`config.mk`:
```
export PLATFORM = sky130hd
export DESIGN_NAME = pulse_stretcher
export DESIGN_NICKNAME = d
export VERILOG_FILES = /design/src/rtl/pulse_stretcher.sv
export SDC_FILE = /design/constraint.sdc
export NUM_CORES = 1
export LEC_CHECK = 0
export ABC_CLOCK_PERIOD_IN_PS = 4440
export CORE_ASPECT_RATIO = 1.4
export CORE_MARGIN = 3
export CORE_UTILIZATION = 25
export CTS_CLUSTER_SIZE = 24
export DETAILED_ROUTE_END_ITERATION = 16
export PLACE_DENSITY_LB_ADDON = 0.08
export SETUP_SLACK_MARGIN = 0.3
export SYNTH_ARGS = -nofsm -noshare
export SYNTH_HDL_FRONTEND = slang
export SYNTH_SLANG_ARGS = --single-unit
```
`constraint.sdc`:
```
create_clock -name clk -period 4.44 [get_ports clk]
set_input_delay 0.888 -clock clk [delete_from_list [all_inputs] [get_ports clk]]
set_output_delay 0.888 -clock clk [all_outputs]
set_load 0.005 [all_outputs]
```
`src/rtl/pulse_stretcher.sv`:
```
// pulse_stretcher: turns single-cycle request strobes into
// HIGH_CYCLES-wide pulses separated by GAP_CYCLES low cycles.
// Ports:
//   clk          rising-edge clock
//   rst          synchronous active-high reset
//   singlePulse  request strobe (one request per sampled-high cycle)
//   clrOverflow  clears the sticky overflow flag
//   longPulse    registered stretched pulse
//   busy         high while not IDLE
//   pendingCount requests queued but not yet started
//   overflow     sticky, set when a request is dropped
module pulse_stretcher #(
  parameter int HIGH_CYCLES = 20,
  parameter int GAP_CYCLES  = 4,
  parameter int PEND_W      = 3
) (
  input  logic              clk,
  input  logic              rst,
  input  logic              singlePulse,
  input  logic              clrOverflow,
  output logic              longPulse,
  output logic              busy,
  output logic [PEND_W-1:0] pendingCount,
  output logic              overflow
);

  localparam int CMAX_HG =
    (HIGH_CYCLES > GAP_CYCLES) ? HIGH_CYCLES : GAP_CYCLES;
  localparam int CMAX  = (CMAX_HG > 2) ? CMAX_HG : 2;
  localparam int CNT_W = $clog2(CMAX);

  localparam logic [CNT_W-1:0] HIGH_LD =
    CNT_W'(HIGH_CYCLES - 1);
  localparam logic [CNT_W-1:0] GAP_LD =
    CNT_W'((GAP_CYCLES > 0) ? GAP_CYCLES - 1 : 0);
  localparam logic HAS_GAP = (GAP_CYCLES > 0);
  localparam logic [PEND_W-1:0] PMAX = {PEND_W{1'b1}};

  typedef enum logic [1:0] {
    IDLE = 2'd0,
    HIGH = 2'd1,
    GAP  = 2'd2
  } state_e;

  state_e            state_q, state_d;
  logic [CNT_W-1:0]  cnt_q, cnt_d;
  logic [PEND_W-1:0] pend_q, pend_d;
  logic              ovf_q, ovf_d;
  logic              lp_q, lp_d;
  logic              busy_q, busy_d;

  logic              active;
  logic              accept;
  logic              drop;
  logic              period_end;
  logic [PEND_W-1:0] pend_inc;

  // Requests while a pulse/gap runs are queued, or dropped
  // once the queue is full.
  assign active   = (state_q != IDLE);
  assign accept   = singlePulse & active & (pend_q != PMAX);
  assign drop     = singlePulse & active & (pend_q == PMAX);
  assign pend_inc = pend_q + PEND_W'(accept);

  always_comb begin
    state_d    = state_q;
    cnt_d      = cnt_q;
    pend_d     = pend_q;
    period_end = 1'b0;
    unique case (state_q)
      IDLE: begin
        if (singlePulse) begin
          state_d = HIGH;
          cnt_d   = HIGH_LD;
        end
      end
      HIGH: begin
        pend_d = pend_inc;
        if (cnt_q != '0) begin
          cnt_d = cnt_q - CNT_W'(1);
        end else if (HAS_GAP) begin
          state_d = GAP;
          cnt_d   = GAP_LD;
        end else begin
          period_end = 1'b1;
        end
      end
      GAP: begin
        pend_d = pend_inc;
        if (cnt_q != '0) begin
          cnt_d = cnt_q - CNT_W'(1);
        end else begin
          period_end = 1'b1;
        end
      end
      default: begin
        state_d = IDLE;
        cnt_d   = '0;
      end
    endcase
    // A request landing on the final cycle counts as queued,
    // so it can start the next pulse straight away.
    if (period_end) begin
      if (pend_inc != '0) begin
        state_d = HIGH;
        cnt_d   = HIGH_LD;
        pend_d  = pend_inc - PEND_W'(1);
      end else begin
        state_d = IDLE;
        cnt_d   = '0;
      end
    end
  end

  always_comb begin
    ovf_d = ovf_q;
    if (drop) begin
      ovf_d = 1'b1;
    end else if (clrOverflow) begin
      ovf_d = 1'b0;
    end
  end

  assign lp_d   = (state_d == HIGH);
  assign busy_d = (state_d != IDLE);

  always_ff @(posedge clk) begin
    if (rst) begin
      state_q <= IDLE;
      cnt_q   <= '0;
      pend_q  <= '0;
      ovf_q   <= 1'b0;
      lp_q    <= 1'b0;
      busy_q  <= 1'b0;
    end else begin
      state_q <= state_d;
      cnt_q   <= cnt_d;
      pend_q  <= pend_d;
      ovf_q   <= ovf_d;
      lp_q    <= lp_d;
      busy_q  <= busy_d;
    end
  end

  assign longPulse    = lp_q;
  assign busy         = busy_q;
  assign pendingCount = pend_q;
  assign overflow     = ovf_q;

endmodule

```
Word-level counts from Yosys, hierarchy flattened

Cells that the tools add are included.

Flip-flop bits (word level): 13
Bits of input ports: 4
Output and inout bits: 6
Logic and storage cells: 45

Add/subtract/negate cells: 3
Eq/ne operators: 7
Muxes and demuxes: 18
Bitwise operators: 3
Reduce and logical (&&, ||, !) cells: 8

Operators by type and width:

| cell                                                                  | count |
|---|---|
| 5-bit 2-to-1 mux                                                      | 5 |
| 5-bit case mux with 3 select lines                                    | 1 |
| 3-bit 2-to-1 mux                                                      | 3 |
| 3-bit != test, second input constant                                  | 3 |
| 2-bit 2-to-1 mux                                                      | 3 |
| 2-bit case mux with 3 select lines                                    | 1 |
| 2-bit nonzero test                                                    | 3 |
| 1-bit 2-to-1 mux                                                      | 5 |
| 5-bit nonzero test                                                    | 1 |
| 5-bit by 1-bit subtractor with 5-bit output, second input constant    | 1 |
| 2-bit by 1-bit equality test with 1-bit output, second input constant | 2 |
| 3-bit by 1-bit adder with 3-bit output                                | 1 |
| 1-bit bitwise AND                                                     | 3 |
| 3-bit equality test, second input constant                            | 1 |
| 3-bit nonzero test                                                    | 1 |
| 3-bit by 1-bit subtractor with 3-bit output, second input constant    | 1 |
| 2-bit equality test, second input constant                            | 1 |
| 2-bit logical NOT                                                     | 1 |
| 2-bit AND reduction                                                   | 1 |
| 2-bit OR reduction                                                    | 1 |

Longest topological paths before layout

Gate-level depths: netlist (run 1).

Depth in word-level cells: 8
Depth in mapped cells: 12
Depth with buffers taken out: 12

Least setup slack after synthesis (run 1)

Ideal clock, no wire load.

Path type: in2reg
Start: in singlePulse
End: reg cnt_q[0]
Library setup time: 95 ps
Data arrival time: 2397 ps
Required time: 4345 ps
Setup slack: 1947 ps
Stages on the path: 10
Path buffers: 0
Cells stage by stage: nand2b_1 -> nor2b_1 -> ha_1 -> ha_1 -> inv_1 -> ha_1 -> ha_1 -> nor3_4 -> nor2_1 -> a221oi_1

Longest elaborated chain between the ends: 6
Elaborated cells on any way between the ends: 8
Classes of those cells: add/sub (1); eq/ne (1); mux (2); bitwise (2); reduce/logical (2)

RTL lines:

| what                                   | RTL line | text |
|---|---|---|
| from (decl)                            | 19       | `input logic singlePulse,` |
| 1-bit bitwise AND (2 in a row)         | 61       | `assign accept = singlePulse & active & (pend_q != PMAX);` |
| 3-bit by 1-bit adder with 3-bit output | 63       | `assign pend_inc = pend_q + PEND_W'(accept);` |
| 3-bit nonzero test                     | 104      | `if (pend_inc != '0) begin` |
| 5-bit 2-to-1 mux                       | 104      |  |
| 5-bit 2-to-1 mux                       | 103      | `if (period_end) begin` |
| to (signal assigned)                   | 137      | `cnt_q <= cnt_d;` |
| to (decl)                              | 46       | `logic [CNT_W-1:0] cnt_q, cnt_d;` |

Parallel ways exist; a longest one is shown, timed or not.
A chain may end at the register's enable or synchronous reset.

Worst setup path after layout (run 1)

Start: in singlePulse
End: reg cnt_q[1]

The elaborated chain is that of the path after synthesis.

==> results of run 1 <==
[worst min-delay path: cells and delay by family, from the launching register on]
family	cells	cell delay [ns]
AOI/OAI and AO/OA	1	0.07
DFF	1	0.31
buffers and inverters	1	0.07
[layer usage]
| metal | track usage [%] | part of all wire, % | up-vias |
|---|---|---|---|
| li1 | - | - | 361 |
| met2 | 16.58 | 50 | 7 |
| met4 | 4.986 | 1.1 | 0 |
| met1 | 13.25 | 47 | 332 |
| met5 | 0 | 0 | - |
| met3 | 2.605 | 2.2 | 2 |
[cell usage after synthesis, drive strengths merged]
library cell,instances,area share [%]
a211oi,3,2.7
a21oi,7,4.2
a221oi,3,3.2
and2,1,0.75
clkbuf,1,0.45
dfxtp,13,31
ha,11,17
inv,9,4.1
mux2i,1,1.2
nand2,3,1.4
nand2b,3,2.3
nand3,1,0.60
nor2,8,3.6
nor2b,6,4.5
nor3,6,5.6
nor3b,1,0.91
nor4,1,0.75
nor4b,2,2.9
o21a,2,1.8
o21ai,8,4.8
o21bai,1,0.91
o22ai,1,0.75
o31ai,1,0.91
or4b,1,1.7
xnor2,2,2.1
[registers in the layout (all words and copies together) (netlist names)]
register and flops:
pendingCount 3, longPulse 1, busy 1, state_q 2, overflow 1, cnt_q 5
[final cells by class]
class                   count  area (sq um)
flip-flops and latches     13         260.3
repair buffers              9         90.09
well taps                  39         48.80
inverters                   9         33.78
multi-input cells          73         531.8
clock buffers               4         45.04
fillers                   354          2143
[where the power goes]
part	switching [mW]	internal, mW	total, mW
Sequential	0.0409	0.159	0.200
Clock	0.0448	0.0634	0.108
Combinational	0.225	0.190	0.415
[through the flow]
step / total power, mW / std cells / setup slack [ns] / area (sq um) / util [%]
after global placement: 0.6233 / 143 / 1.155 / 964.7 / 30.60
after CTS: 0.7339 / 147 / 1.464 / 1010 / 32.02
final: 0.7231 / 147 / 1.453 / 1010 / 32.02
after global routing: 0.7985 / 147 / 1.266 / 1010 / 32.02
after detailed placement: 0.6198 / 143 / 1.216 / 964.7 / 30.60
after floorplan: 0.5136 / 96 / 1.947 / 829.5 / -
[logic make-up (layout without fill, tap and decap cells)]
kind of cell	Yosys count	after routing
fa+ha+maj	11	11
buf+inv	10	22
compound gates	26	26
flops	13	13
xor+xnor	2	2
simple gates	33	33
mux	1	1
[path summary, 6_finish.rpt]
path | start | end | slack [ns] | cells after the start
min reg2reg | cnt_q[1] | cnt_q[1] | 0.51 | 2
max | singlePulse | cnt_q[1] | 1.45 | 11
min | cnt_q[1] | cnt_q[1] | 0.51 | 2
max reg2reg | state_q[0] | cnt_q[1] | 1.77 | 12
==> out/results.ini, run 1 <==
[outcome]
status = completed

[worst_setup_path]
cp-end-kind = flip-flop
cp_max_fo = 5
cp_top_family = adder cells
max_stage_delay_ns = 0.47
cp_num_buf_inv = 2
path_cells = clkdlybuf4s50_1 -> nand2b_1 -> nor2b_1 -> ha_1 -> ha_1 -> inv_1 -> ha_1 -> ha_1 -> nor3_4 -> nor2_1 -> a221oi_1
crit_type = input port to flip-flop
critPathLaunchType = input port
cp_data_required_time_ns = 4.59
arrival_ns = 3.13
worst_path_max_delay_cell = clkdlybuf4s50_1
timing.critical_path.mode_cell = ha_1

[floorplan]
dieArea_sq_um = 4055
coreArea_sq_um = 3153
die_h_microns = 74.16
start_util_pct = 26.31
ios = 10
fp-row-count = 24
die_w_microns = 54.69

[cts]
cts_hold_buffers = 0
clockBufferDepth = 2
cts_setup_buffers = 0
cts_root_buf = clkbuf_8
cts-buffers-inserted = 3
h-tree-depth = 1
cts_tree = yes
insertion_delay_ns = 0.24
cts_resized = 0
clock-sinks = 13
clk_pin_slew_ns = 0.06

[grt]
grt_pass1_vias = 726
grt_pass1_wl_mm = 3.139
grt_usage_pct = 10.57
overflow = 0
antenna_found_initial = 0
grt_max_degree = 13

[sta]
slew_violations = 0
fin_setup_tns_ns = 0
hold_violations = 0
min_period_ns = 2.987
fin_crit_sh_pct = 67.28
hold_slack_ns = 0.5087
finalSetupViolCount = 0
relSlewSlack_pct = 62.16
grt_setup_unrepaired = no
timing.fmax_mhz = 334.7
tightest_slew_ns = 0.5661
clock_skew_ns = 0.002272

[synth]
yosys.area_share.simple_pct = 24.89
synthAdderAreaFrac_pct = 16.59
netlist_area_sq_um = 829.5
synth_warnings = 0
yosysSeqAreaShare_pct = 31.37
yosys.area_share.xor_xnor_pct = 2.112
synthMuxAreaShare_pct = 1.207
synth_compound_area_share_pct = 19.31
synth_cell_types = 28
netlist_instances = 96
synth.avg_cell_area_sq_um = 8.641
synth_nets = 111
synth-seq-cells = 13
synth_top_family_by_area = simple AND/OR/NAND/NOR gates

[finish]
drive_gt1_share_pct = 6.481
final_common_cell = dfxtp_1
n_antenna_cell = 0
final_nets = 124
area_growth_pct = 21.72
final_cell_mix = dfxtp_1 (13), ha_1 (11), inv_1 (9), clkdlybuf4s50_1 (9)

[route]
firstDrtPassIters = 4
vias_per_cell = 4.776
wl_per_cell_microns = 12.16
antenna_left = 0
drcViolationCount = 0
routed_wl_mm = 1.787
num_vias = 702
drt_iter0_markers = 5

[power]
power_leakage_nw = 0.3913
p_per_area_nw_per_um2 = 716.2
ir_worst_vdd_v = 0.0002403

[place]
place_congestion = 0.7499
port-buffer-count = 9
dp_hpwl_mm = 1.375

[run]
drv_cap = 0

[worst_hold_path]
holdCritPathClass = flip-flop to flip-flop

No activity file was read; power rests on OpenSTA's default activity.
==> inputs of run 2 (changes only) <==
--- a/config.mk
+++ b/config.mk
@@ -5,7 +5,7 @@
 export SDC_FILE = /design/constraint.sdc
 export NUM_CORES = 1
 export LEC_CHECK = 0
-export ABC_CLOCK_PERIOD_IN_PS = 4440
+export ABC_CLOCK_PERIOD_IN_PS = 2900
 export CORE_ASPECT_RATIO = 1.4
 export CORE_MARGIN = 3
 export CORE_UTILIZATION = 25
==> constraint.sdc (replaced) <==
create_clock -name clk -period 2.9 [get_ports clk]
set_input_delay 0.58 -clock clk [delete_from_list [all_inputs] [get_ports clk]]
set_output_delay 0.58 -clock clk [all_outputs]
set_load 0.005 [all_outputs]
==> out/results.ini, run 2 (same netlist as run 1, synthesis figures left out) <==
[worst_hold_path]
whs_endpoint = cnt_q[1]
hold_start = cnt_q[1]
holdCritPathClass = flip-flop to flip-flop
holdPathStages = 2  ; unchanged

[worst_setup_path]
crit_type = input port to flip-flop
arrival_ns = 2.58  ; -0.55 ns
cp-end-kind = flip-flop
cp_max_fo = 3  ; -2
rr_startpoint = state_q[0]
critPathLaunchType = input port
worst-r2r-setup-slack_ns = 0.48  ; -1.29 ns
r2r-end = pendingCount[0]
r2r_cells = 13  ; +1
cp_data_required_time_ns = 3.01  ; -1.58 ns

[route]
firstDrtPassIters = 4  ; unchanged
routed_wl_mm = 1.904  ; +6.5%
num_vias = 719  ; +2.4%
drt_iter0_markers = 13  ; +8
wl_per_cell_microns = 12.61  ; +3.7%
drcViolationCount = 0  ; unchanged
antenna_left = 0  ; unchanged
vias_per_cell = 4.762  ; -0.29%

[floorplan]
fp-row-count = 24  ; unchanged
coreArea_sq_um = 3153  ; unchanged
die_w_microns = 54.69  ; unchanged
start_util_pct = 26.31  ; unchanged
die_h_microns = 74.16  ; unchanged
dieArea_sq_um = 4055  ; unchanged
ios = 10  ; unchanged

[finish]
drive_gt1_share_pct = 15.18  ; +8.7 points
largest_reg_flops = 5  ; unchanged
n_antenna_cell = 0  ; unchanged
final_nets = 128  ; +3.2%
final_area_sq_um = 1064  ; +5.3%
regMostFlops = cnt_q
area_growth_pct = 28.21
final_cell_mix = dfxtp_1 (11), inv_1 (9), ha_1 (9), clkdlybuf4s50_1 (9), nor2_1 (8)
final_common_cell = dfxtp_1

[grt]
grt_usage_pct = 10.59  ; +0.019 points
overflow = 0  ; unchanged
antenna_found_initial = 0  ; unchanged
grt_pass1_wl_mm = 3.132  ; -0.22%
grt_max_degree = 13  ; unchanged
grt_pass1_vias = 694  ; -4.4%

[sta]
finalSetupViolCount = 0  ; unchanged
grt_setup_unrepaired = no
hold_slack_ns = 0.4988  ; -0.009893 ns
fin_setup_tns_ns = 0  ; unchanged
relSlewSlack_pct = 64.49  ; +2.3 points
hold_violations = 0  ; unchanged
timing.fmax_mhz = 404.6
fin_crit_sh_pct = 85.24
slew_violations = 0  ; unchanged
clock_skew_ns = 0.0009672  ; -0.001305 ns
min_period_ns = 2.472
tightest_slew_ns = 0.5313  ; -0.03483 ns

[cts]
cts-buffers-inserted = 3  ; unchanged
cts_tree = yes
clk_pin_slew_ns = 0.06  ; about the same
cts_root_buf = clkbuf_8
h-tree-depth = 1  ; unchanged
cts_hold_buffers = 0  ; unchanged
clock-sinks = 13  ; unchanged
insertion_delay_ns = 0.24  ; about the same
clockBufferDepth = 2  ; unchanged

[power]
ir_worst_vdd_v = 0.0004196  ; +75%
power_leakage_nw = 0.4221  ; +7.9%
p_per_area_nw_per_um2 = 1087  ; +52%

[outcome]
status = completed

[place]
dp_hpwl_mm = 1.464  ; +6.5%
place_congestion = 0.7428  ; -0.95%
place_area_sq_um = 979.7  ; +1.6%
port-buffer-count = 9  ; unchanged

[run]
drv_cap = 0  ; unchanged

-- run 2: cell types whose count changed in the layout (fill, tap and decap cells not counted), sizes merged --
cell	change
buf	+4
-- run 2: critical path, cell delays in order --
cell	delay, ns
clkdlybuf4s50_1	0.44
nand2b_1	0.11
nor2b_1	0.06
ha_1	0.17
ha_1	0.29
inv_1	0.05
ha_1	0.19
ha_2	0.20
nor3_4	0.18
buf_4	0.15
o21a_1	0.11
nor3_1	0.04
-- run 2: timing repair --
| item | in CTS | in global routing |
|---|---|---|
| endpoints found under the setup margin | 2 | 7 |
| setup buffers | 0 | 2 |
| pin swaps | 1 | 2 |
| resized for setup | 1 | 7 |
-- run 2: worst max-delay path by stage --
stage,to,slack [ns],from,cells past startpoint
after floorplan,cnt_q[0],0.58,state_q[0],12
after global placement,cnt_q[1],0.006,singlePulse,11
after detailed placement,cnt_q[1],0.02,singlePulse,11
after CTS,cnt_q[1],0.32,singlePulse,11
after global routing,longPulse,0.30,singlePulse,12
final,pendingCount[0],0.43,singlePulse,12
-- run 2: metal layers --
metal | track usage, % | up-vias | part of all wire (%)
met3 | 2.004 | 4 | 3.0
met2 | 18.03 | 11 | 51
met1 | 12.32 | 333 | 44
met4 | 4.986 | 0 | 1.4
met5 | 0 | - | 0
li1 | - | 371 | -
-- run 2: per-stage QoR --
step	cells	power (mW)	worst slack [ns]	utilization (%)
2_1_floorplan	96	0.7864	0.5811	-
3_3_place_gp	145	0.9600	0.005823	31.07
3_5_place_dp	145	0.9527	0.01946	31.07
4_1_cts	149	1.134	0.3160	32.58
5_1_grt	151	1.276	0.3040	33.73
6_report	151	1.156	0.4282	33.73
-- run 2: final cells by class --
type                    instances  area, sq um
well taps                      39        48.80
flip-flops and latches         13        262.8
fillers                       346         2090
repair buffers                 13        120.1
multi-input cells              73        553.0
inverters                       9        33.78
clock buffers                   4        45.04
-- run 2: where the power goes --
part	internal, mW	switching, mW	leakage [nW]
Combinational	0.314	0.368	0.292
Sequential	0.246	0.0623	0.108
Clock	0.0971	0.0689	0.0228
Total	0.657	0.499	0.422
